`config.mk`:
```
export PLATFORM = sky130hd
export DESIGN_NAME = exu_wb_regfile
export DESIGN_NICKNAME = d
export VERILOG_FILES = /design/src/rtl/exu_wb_regfile.sv
export SDC_FILE = /design/constraint.sdc
export NUM_CORES = 2
export LEC_CHECK = 0
export CAP_MARGIN = 5
export CORE_MARGIN = 3
export CORE_UTILIZATION = 63
export CTS_CLUSTER_SIZE = 20
export DETAILED_ROUTE_END_ITERATION = 12
export GPL_ROUTABILITY_DRIVEN = 0
export PLACE_DENSITY = 0.85
export SLEW_MARGIN = 20
export SYNTH_ARGS = -nofsm -noshare
export SYNTH_HDL_FRONTEND = slang
export SYNTH_SLANG_ARGS = --single-unit
```
`constraint.sdc`:
```
create_clock -name clk -period 48.6 [get_ports clk]
set_input_delay 14.58 -clock clk [delete_from_list [all_inputs] [get_ports clk]]
set_output_delay 14.58 -clock clk [all_outputs]
set_load 0.05 [all_outputs]
```
`src/rtl/exu_wb_regfile.sv`:
```
// -----------------------------------------------------------------------------
// exu_wb_regfile
//
// GPR file fed by the EXU register-write interface through a one-entry
// writeback buffer. A request is accepted with a valid/ready handshake,
// held in the buffer, and committed to the array on the following edge
// unless wb_stall_i holds it. Two combinational read ports serve the
// decoder. Register x0 always reads as zero.
//
// Optional feature (compile-time macro): REGFILE_BYPASS_EN
//   When defined, reads that hit the register held in the buffer return the
//   buffered data before it has been committed (this also applies while
//   the buffer is stalled). When undefined, reads see array contents only.
//
// Ports
//   clk            clock, all state updates on posedge
//   rst            asynchronous active-high reset
//   in_valid_i     EXU write request valid
//   in_ready_o     buffer can take a request this cycle
//   in_wen_i       request writes a register
//   in_waddr_i     destination register index
//   in_wdata_i     write data
//   wb_stall_i     holds the buffered entry, blocks its commit
//   raddr1_i/2_i   read indices
//   rdata1_o/2_o   read data (combinational)
//   commit_valid_o buffered entry commits at the next posedge
//   commit_wen_o   buffered entry's wen (0 while empty)
//   commit_addr_o  buffered entry's index (0 while empty)
// -----------------------------------------------------------------------------
module exu_wb_regfile #(
   parameter int ADDR_WIDTH = 5,
   parameter int DATA_WIDTH = 32,
   parameter int NUM_REGS   = 32
) (
   input  logic                  clk,
   input  logic                  rst,
   input  logic                  in_valid_i,
   output logic                  in_ready_o,
   input  logic                  in_wen_i,
   input  logic [ADDR_WIDTH-1:0] in_waddr_i,
   input  logic [DATA_WIDTH-1:0] in_wdata_i,
   input  logic                  wb_stall_i,
   input  logic [ADDR_WIDTH-1:0] raddr1_i,
   input  logic [ADDR_WIDTH-1:0] raddr2_i,
   output logic [DATA_WIDTH-1:0] rdata1_o,
   output logic [DATA_WIDTH-1:0] rdata2_o,
   output logic                  commit_valid_o,
   output logic                  commit_wen_o,
   output logic [ADDR_WIDTH-1:0] commit_addr_o
);

   // NUM_REGS may equal 2^ADDR_WIDTH, so compare with one extra bit.
   localparam int                NUM_REGS_INT = NUM_REGS;
   localparam logic [ADDR_WIDTH:0] NUM_REGS_W = NUM_REGS_INT[ADDR_WIDTH:0];

   typedef enum logic {EMPTY, FULL} state_t;

   state_t                state_q, state_d;
   logic                  buf_wen_q;
   logic [ADDR_WIDTH-1:0] buf_addr_q;
   logic [DATA_WIDTH-1:0] buf_data_q;

   logic                  commit;
   logic                  accept;
   logic                  gpr_we;

   logic [DATA_WIDTH-1:0] gpr_q [NUM_REGS];

   // Index refers to an implemented, writable register (not x0).
   function automatic logic addr_ok(input logic [ADDR_WIDTH-1:0] a);
      return (a != '0) && ({1'b0, a} < NUM_REGS_W);
   endfunction

   // ---------------------------------------------------------------- FSM
   always_ff @(posedge clk or posedge rst) begin
      if (rst) begin
         state_q <= EMPTY;
      end else begin
         state_q <= state_d;
      end
   end

   always_comb begin
      commit     = 1'b0;
      in_ready_o = 1'b0;
      accept     = 1'b0;
      state_d    = state_q;

      commit     = (state_q == FULL) && !wb_stall_i;
      // A committing entry frees the slot in the same cycle: no bubble.
      in_ready_o = (state_q == EMPTY) || commit;
      accept     = in_valid_i && in_ready_o;

      case (state_q)
         EMPTY: if (accept) state_d = FULL;
         FULL:  if (commit && !accept) state_d = EMPTY;
         default: state_d = EMPTY;
      endcase
   end

   // ------------------------------------------------------- buffer entry
   always_ff @(posedge clk or posedge rst) begin
      if (rst) begin
         buf_wen_q  <= 1'b0;
         buf_addr_q <= '0;
         buf_data_q <= '0;
      end else if (accept) begin
         buf_wen_q  <= in_wen_i;
         buf_addr_q <= in_waddr_i;
         buf_data_q <= in_wdata_i;
      end
   end

   assign commit_valid_o = commit;
   assign commit_wen_o   = (state_q == FULL) ? buf_wen_q  : 1'b0;
   assign commit_addr_o  = (state_q == FULL) ? buf_addr_q : '0;

   // Commits with wen=0, to x0 or to an unimplemented index retire silently.
   assign gpr_we = commit && buf_wen_q && addr_ok(buf_addr_q);

   // ---------------------------------------------------------- GPR array
   genvar gi;
   for (gi = 0; gi < NUM_REGS; gi++) begin : g_gpr
      always_ff @(posedge clk or posedge rst) begin
         if (rst) begin
            gpr_q[gi] <= '0;
         end else if (gpr_we && (buf_addr_q == ADDR_WIDTH'(gi))) begin
            gpr_q[gi] <= buf_data_q;
         end
      end
   end

   // --------------------------------------------------------- read ports
`ifdef REGFILE_BYPASS_EN
   logic byp_valid;
   assign byp_valid = (state_q == FULL) && buf_wen_q && addr_ok(buf_addr_q);
`endif

   always_comb begin
      rdata1_o = '0;
      rdata2_o = '0;
      if (addr_ok(raddr1_i)) rdata1_o = gpr_q[raddr1_i];
      if (addr_ok(raddr2_i)) rdata2_o = gpr_q[raddr2_i];
`ifdef REGFILE_BYPASS_EN
      if (byp_valid && (raddr1_i == buf_addr_q)) rdata1_o = buf_data_q;
      if (byp_valid && (raddr2_i == buf_addr_q)) rdata2_o = buf_data_q;
`endif
   end

endmodule
```
* Yosys cells after proc, flatten, opt, wreduce, memory -nomap -nowiden
Cells that the tools add are included.
** Word-level totals
- Flip-flop bits (word level) :: 1063
- Input bits :: 52
- Output and inout bits :: 72
- Word-level logic and storage cells :: 129
** Operators by class
- $lt $le $gt $ge :: 2
- Eq/ne operators :: 31
- Mux-type cells :: 13
- Bitwise operators :: 3
- Reductions and logical operators :: 44
** Operator list (number)
- $bmux 32 s5 :: 2
- $mux 32 :: 6
- $eq 5x5->1 const B :: 16
- $eq 5x4->1 const B :: 8
- $logic_and 1x1->1 :: 37
- $eq 5x3->1 const B :: 4
- $reduce_bool 5->1 :: 3
- $ge 6x6->1 const B :: 2
- $not 5->6 :: 2
- $eq 5x2->1 const B :: 2
- $eq 5x1->1 const B :: 1
- $logic_not 5->1 :: 1
- $mux 5 :: 1
- $mux 1 :: 3
- $logic_not 1->1 :: 2
- $pmux 1 s2 :: 1
- $logic_or 1x1->1 :: 1
- $not 1->1 :: 1

* Depth between registers and ports, before layout
- Depth in word-level cells :: 8
- Depth in mapped cells :: 9
- Gate-level depth less buffers :: 4

* Worst setup path after synthesis
OpenSTA, ideal clock, no wires.
- Path type :: input to output
- Start :: in raddr1_i[2]
- End :: out rdata1_o[12]
- Arrival time :: 17.293 ns
- Required time :: 34.020 ns
- Setup slack :: 16.727 ns
- Cell stages on the path :: 8
- Path buffers :: 4
- Path through :: buf_4 buf_4 buf_4 buf_2 nor2_1 a22oi_1 a21oi_1 nor4_1
** Between the ends
- Longest elaborated chain between the ends :: 5
- Elaborated cells on any way between the ends :: 6
- Classes of those cells :: mux: 4; bitwise: 1; reduce/logical: 1
** RTL lines
- start: declaration :: RTL line 43 : input logic [ADDR_WIDTH-1:0] raddr1_i,
- $not 5->6 (not written as such) :: RTL line 142 : if (addr_ok(raddr1_i)) rdata1_o = gpr_q[raddr1_i];
- $bmux 32 s5 :: RTL line 142
- $mux 32 (not written as such) (2 in series) :: RTL line 142
- $mux 32 (*) :: RTL line 142
- end: declaration :: RTL line 45 : output logic [DATA_WIDTH-1:0] rdata1_o,
Every way passes the cells marked *; elsewhere a longest branch is shown, timed or not. The select of a mux whose other input is x is not followed.

* Worst setup path in the final report
- Start :: in raddr1_i[1]
- End :: out rdata1_o[29]
Same word-level chain as after synthesis.

==> flow_summary.json <==
{
  "crit_chain": "buf_8 -> buf_12 -> nor2_4 -> buf_4 -> a22oi_1 -> a31oi_1 -> nor4_1 -> clkdlybuf4s50_1",
  "cpPeakStageDelay_ns": 0.99,
  "placedCellCount": 4705,
  "fp.dieArea_sq_mm": 0.0926,
  "placed_area_sq_mm": 0.0576,
  "ys_warn_count": 0,
  "clockBufferDepth": 3,
  "cts-buffers-inserted": 107,
  "final_util": 0.705,
  "async_flop_share": 1.00,
  "cp_slowest_cell": "clkdlybuf4s50_1",
  "path_class": "primary input to output port",
  "p_leak_nw": 28.1,
  "antenna_found_initial": 2,
  "max_slew.worst_pin.slew_ns": 1.25,
  "synthFlopType": "dfrtp_1",
  "cts_tree": "built",
  "period_needed_ns": 33.65,
  "cp-end-kind": "output port",
  "setup-violations-final": 0,
  "fin_cells": 4912,
  "cts_root_buffer": "clkbuf_16",
  "grt_first_pass_wirelength_um": 260000,
  "vias_per_cell": 7.67,
  "fin_nets": 3712,
  "max_slew_margin": 0.163,
  "max_cap_viol_count": 0,
  "synth_cell_type_count": 47,
  "drive_above_1_share": 0.473,
  "fin_setup_tns_ns": 0,
  "wl_um": 176000,
  "status": "finished, final reports clean",
  "areaGrowthSynthToFinish_pct": 9.92,
  "ir_drop_mv": 0.0294,
  "hold_slack_ns": 0.395,
  "cts.clk_slew.worst_paths_ns": 0.06,
  "first_pass_iters": 6,
  "wl_per_cell_um": 35.7,
  "cp-start-kind": "primary input",
  "synth_area_sq_mm": 0.0561,
  "via_count": 37700,
  "grt_pass1_vias": 38600,
  "path_buf_inv": 4,
  "die_h_um": 304,
  "cts_resized": 0,
  "clkSinkCount": 1063,
  "period_share": 0.692,
  "synth_nets": 3834,
  "p_per_area_mw_per_mm2": 45.3,
  "ys_ff_latch": 1063,
  "dp_hpwl_um": 99000,
  "io_pins": 124,
  "clock_latency_ns": 0.70,
  "synthTopCellsByArea": "dfrtp_1, mux2_2, mux4_2",
  "htree_levels": 3,
  "grt_max_degree": 184,
  "required_ns": 34.02,
  "fin_skew_ns": 0.0244,
  "hp-class": "flop to flop",
  "core-area_sq_mm": 0.0874,
  "fmax_mhz": 29.7,
  "final_hold_viol_count": 0,
  "post-route-drc-count": 0,
  "fin_area_sq_mm": 0.0616,
  "syn_area_per_cell_sq_um": 14.8,
  "die_w_um": 304,
  "gr-total-overflow": 0,
  "final_antenna_net_count": 0,
  "fill_cells": 5404,
  "io_buffers": 123,
  "drv_slew": 0,
  "cp.arrival_ns": 19.07,
  "crit_family": "buffers and inverters",
  "drt_iter0_markers": 4977,
  "post_cts_buffers": 0,
  "yosysTopAreaCellShare": 0.475,
  "cts_hold_buf": 0,
  "synth_cells": 3782,
  "critPathMaxFanout": 91,
  "rows": 108,
  "ys_seq_area_frac": 0.475,
  "synth_edf_count": 0,
  "yosysTopAreaCell": "dfrtp_1",
  "start_util": 0.641,
  "grt_util_all_layers": 0.378,
  "rsz0062_at_grt": "false"
}
-- worst paths after layout --
check	slack, ns	startpoint	end	depth (start not counted)
hold / removal	0.40	gpr_q[1013]$_DFFE_PP0P_	gpr_q[1013]$_DFFE_PP0P_	0
hold reg to reg	0.40	gpr_q[1013]$_DFFE_PP0P_	gpr_q[1013]$_DFFE_PP0P_	0
setup / recovery	14.95	raddr1_i[1]	rdata1_o[29]	8
max in group asynchronous	30.10	rst	gpr_q[213]$_DFFE_PP0P_	6
setup reg to reg	44.95	buf_addr_q[3]$_DFFE_PP0P_	gpr_q[212]$_DFFE_PP0P_	5
min in group asynchronous	14.44	rst	gpr_q[38]$_DFFE_PP0P_	2
-- stage by stage --
| step | total power, mW | setup WS [ns] |
|---|---|---|
| 6_report | 2.79 | 14.95 |
| 5_1_grt | 2.89 | 14.81 |
| 3_5_place_dp | 1.87 | 15.11 |
| 3_3_place_gp | 1.83 | 15.13 |
| 2_1_floorplan | 1.69 | 4.10 |
| 4_1_cts | 2.78 | 15.09 |
-- cells in the final DEF, fill, tap and decap left out, types with 44 or more instances in the layout --
master           count
clkdlybuf4s50_1    115
buf_4               81
a211oi_1            58
clkbuf_16          110
mux2_2            1020
a22oi_1             84
mux4_2             392
o22ai_1             46
dfrtp_1           1059
nor3_1              44
mux2i_1            286
a22o_1              52
-- power by group --
| part | internal [mW] | total [mW] | switching (mW) |
|---|---|---|---|
| clock network | 0.548 | 0.915 | 0.367 |
| logic | 0.348 | 0.599 | 0.251 |
| registers | 1.08 | 1.28 | 0.196 |
| total | 1.98 | 2.79 | 0.814 |
-- final cells by class --
type,count,area [sq um],area share
well taps,1155,1450,0.0235
inverters,2,15.0,0.000244
multi-input cells,2279,27700,0.449
diodes,4,10.0,0.000162
repair buffers,207,1940,0.0315
flip-flops and latches,1063,26600,0.432
clock inverters,49,693,0.0112
clock buffers,153,3230,0.0525
-- kinds of logic (layout without fill, tap and decap cells) --
logic type             Yosys count  count (layout)  synth area share
AND/OR/NAND/NOR                195             195            0.0198
buffers and inverters          440             411            0.0364
multiplexers                  1735            1735             0.423
AO/OA/AOI/OAI                  349             349            0.0464
other                            0               4                 0
flip-flops                    1063            1063             0.475
-- registers in the layout, indices dropped and copies added (netlist names) --
register / count
buf_data_q: 32
buf_addr_q: 5
state_q: 1
buf_wen_q: 1
gpr_q: 1024
-- per-layer routing --
layer,track usage,share of wire,up-vias
met5,0,0.000074,-
met4,0.235,0.075,2
met3,0.122,0.13,823
met2,0.547,0.44,2797
met1,0.500,0.35,19700
li1,-,-,14400
-- synthesized netlist by cell type (all sizes together) (6+ instances only) --
master   count
mux2i      286
a22o        52
nand3b       7
a22oi       84
nand3        6
and2        17
mux4       392
nand2       17
nor4        15
nor2b       42
o22ai       46
a211oi      58
nor3        46
o32ai        6
a21oi       35
mux2      1057
clkbuf     234
nand2b       7
o221ai      26
a2111oi     26
nor2        21
a31oi        9
dfrtp     1063
buf        204
(Power assumes the default switching activity.)
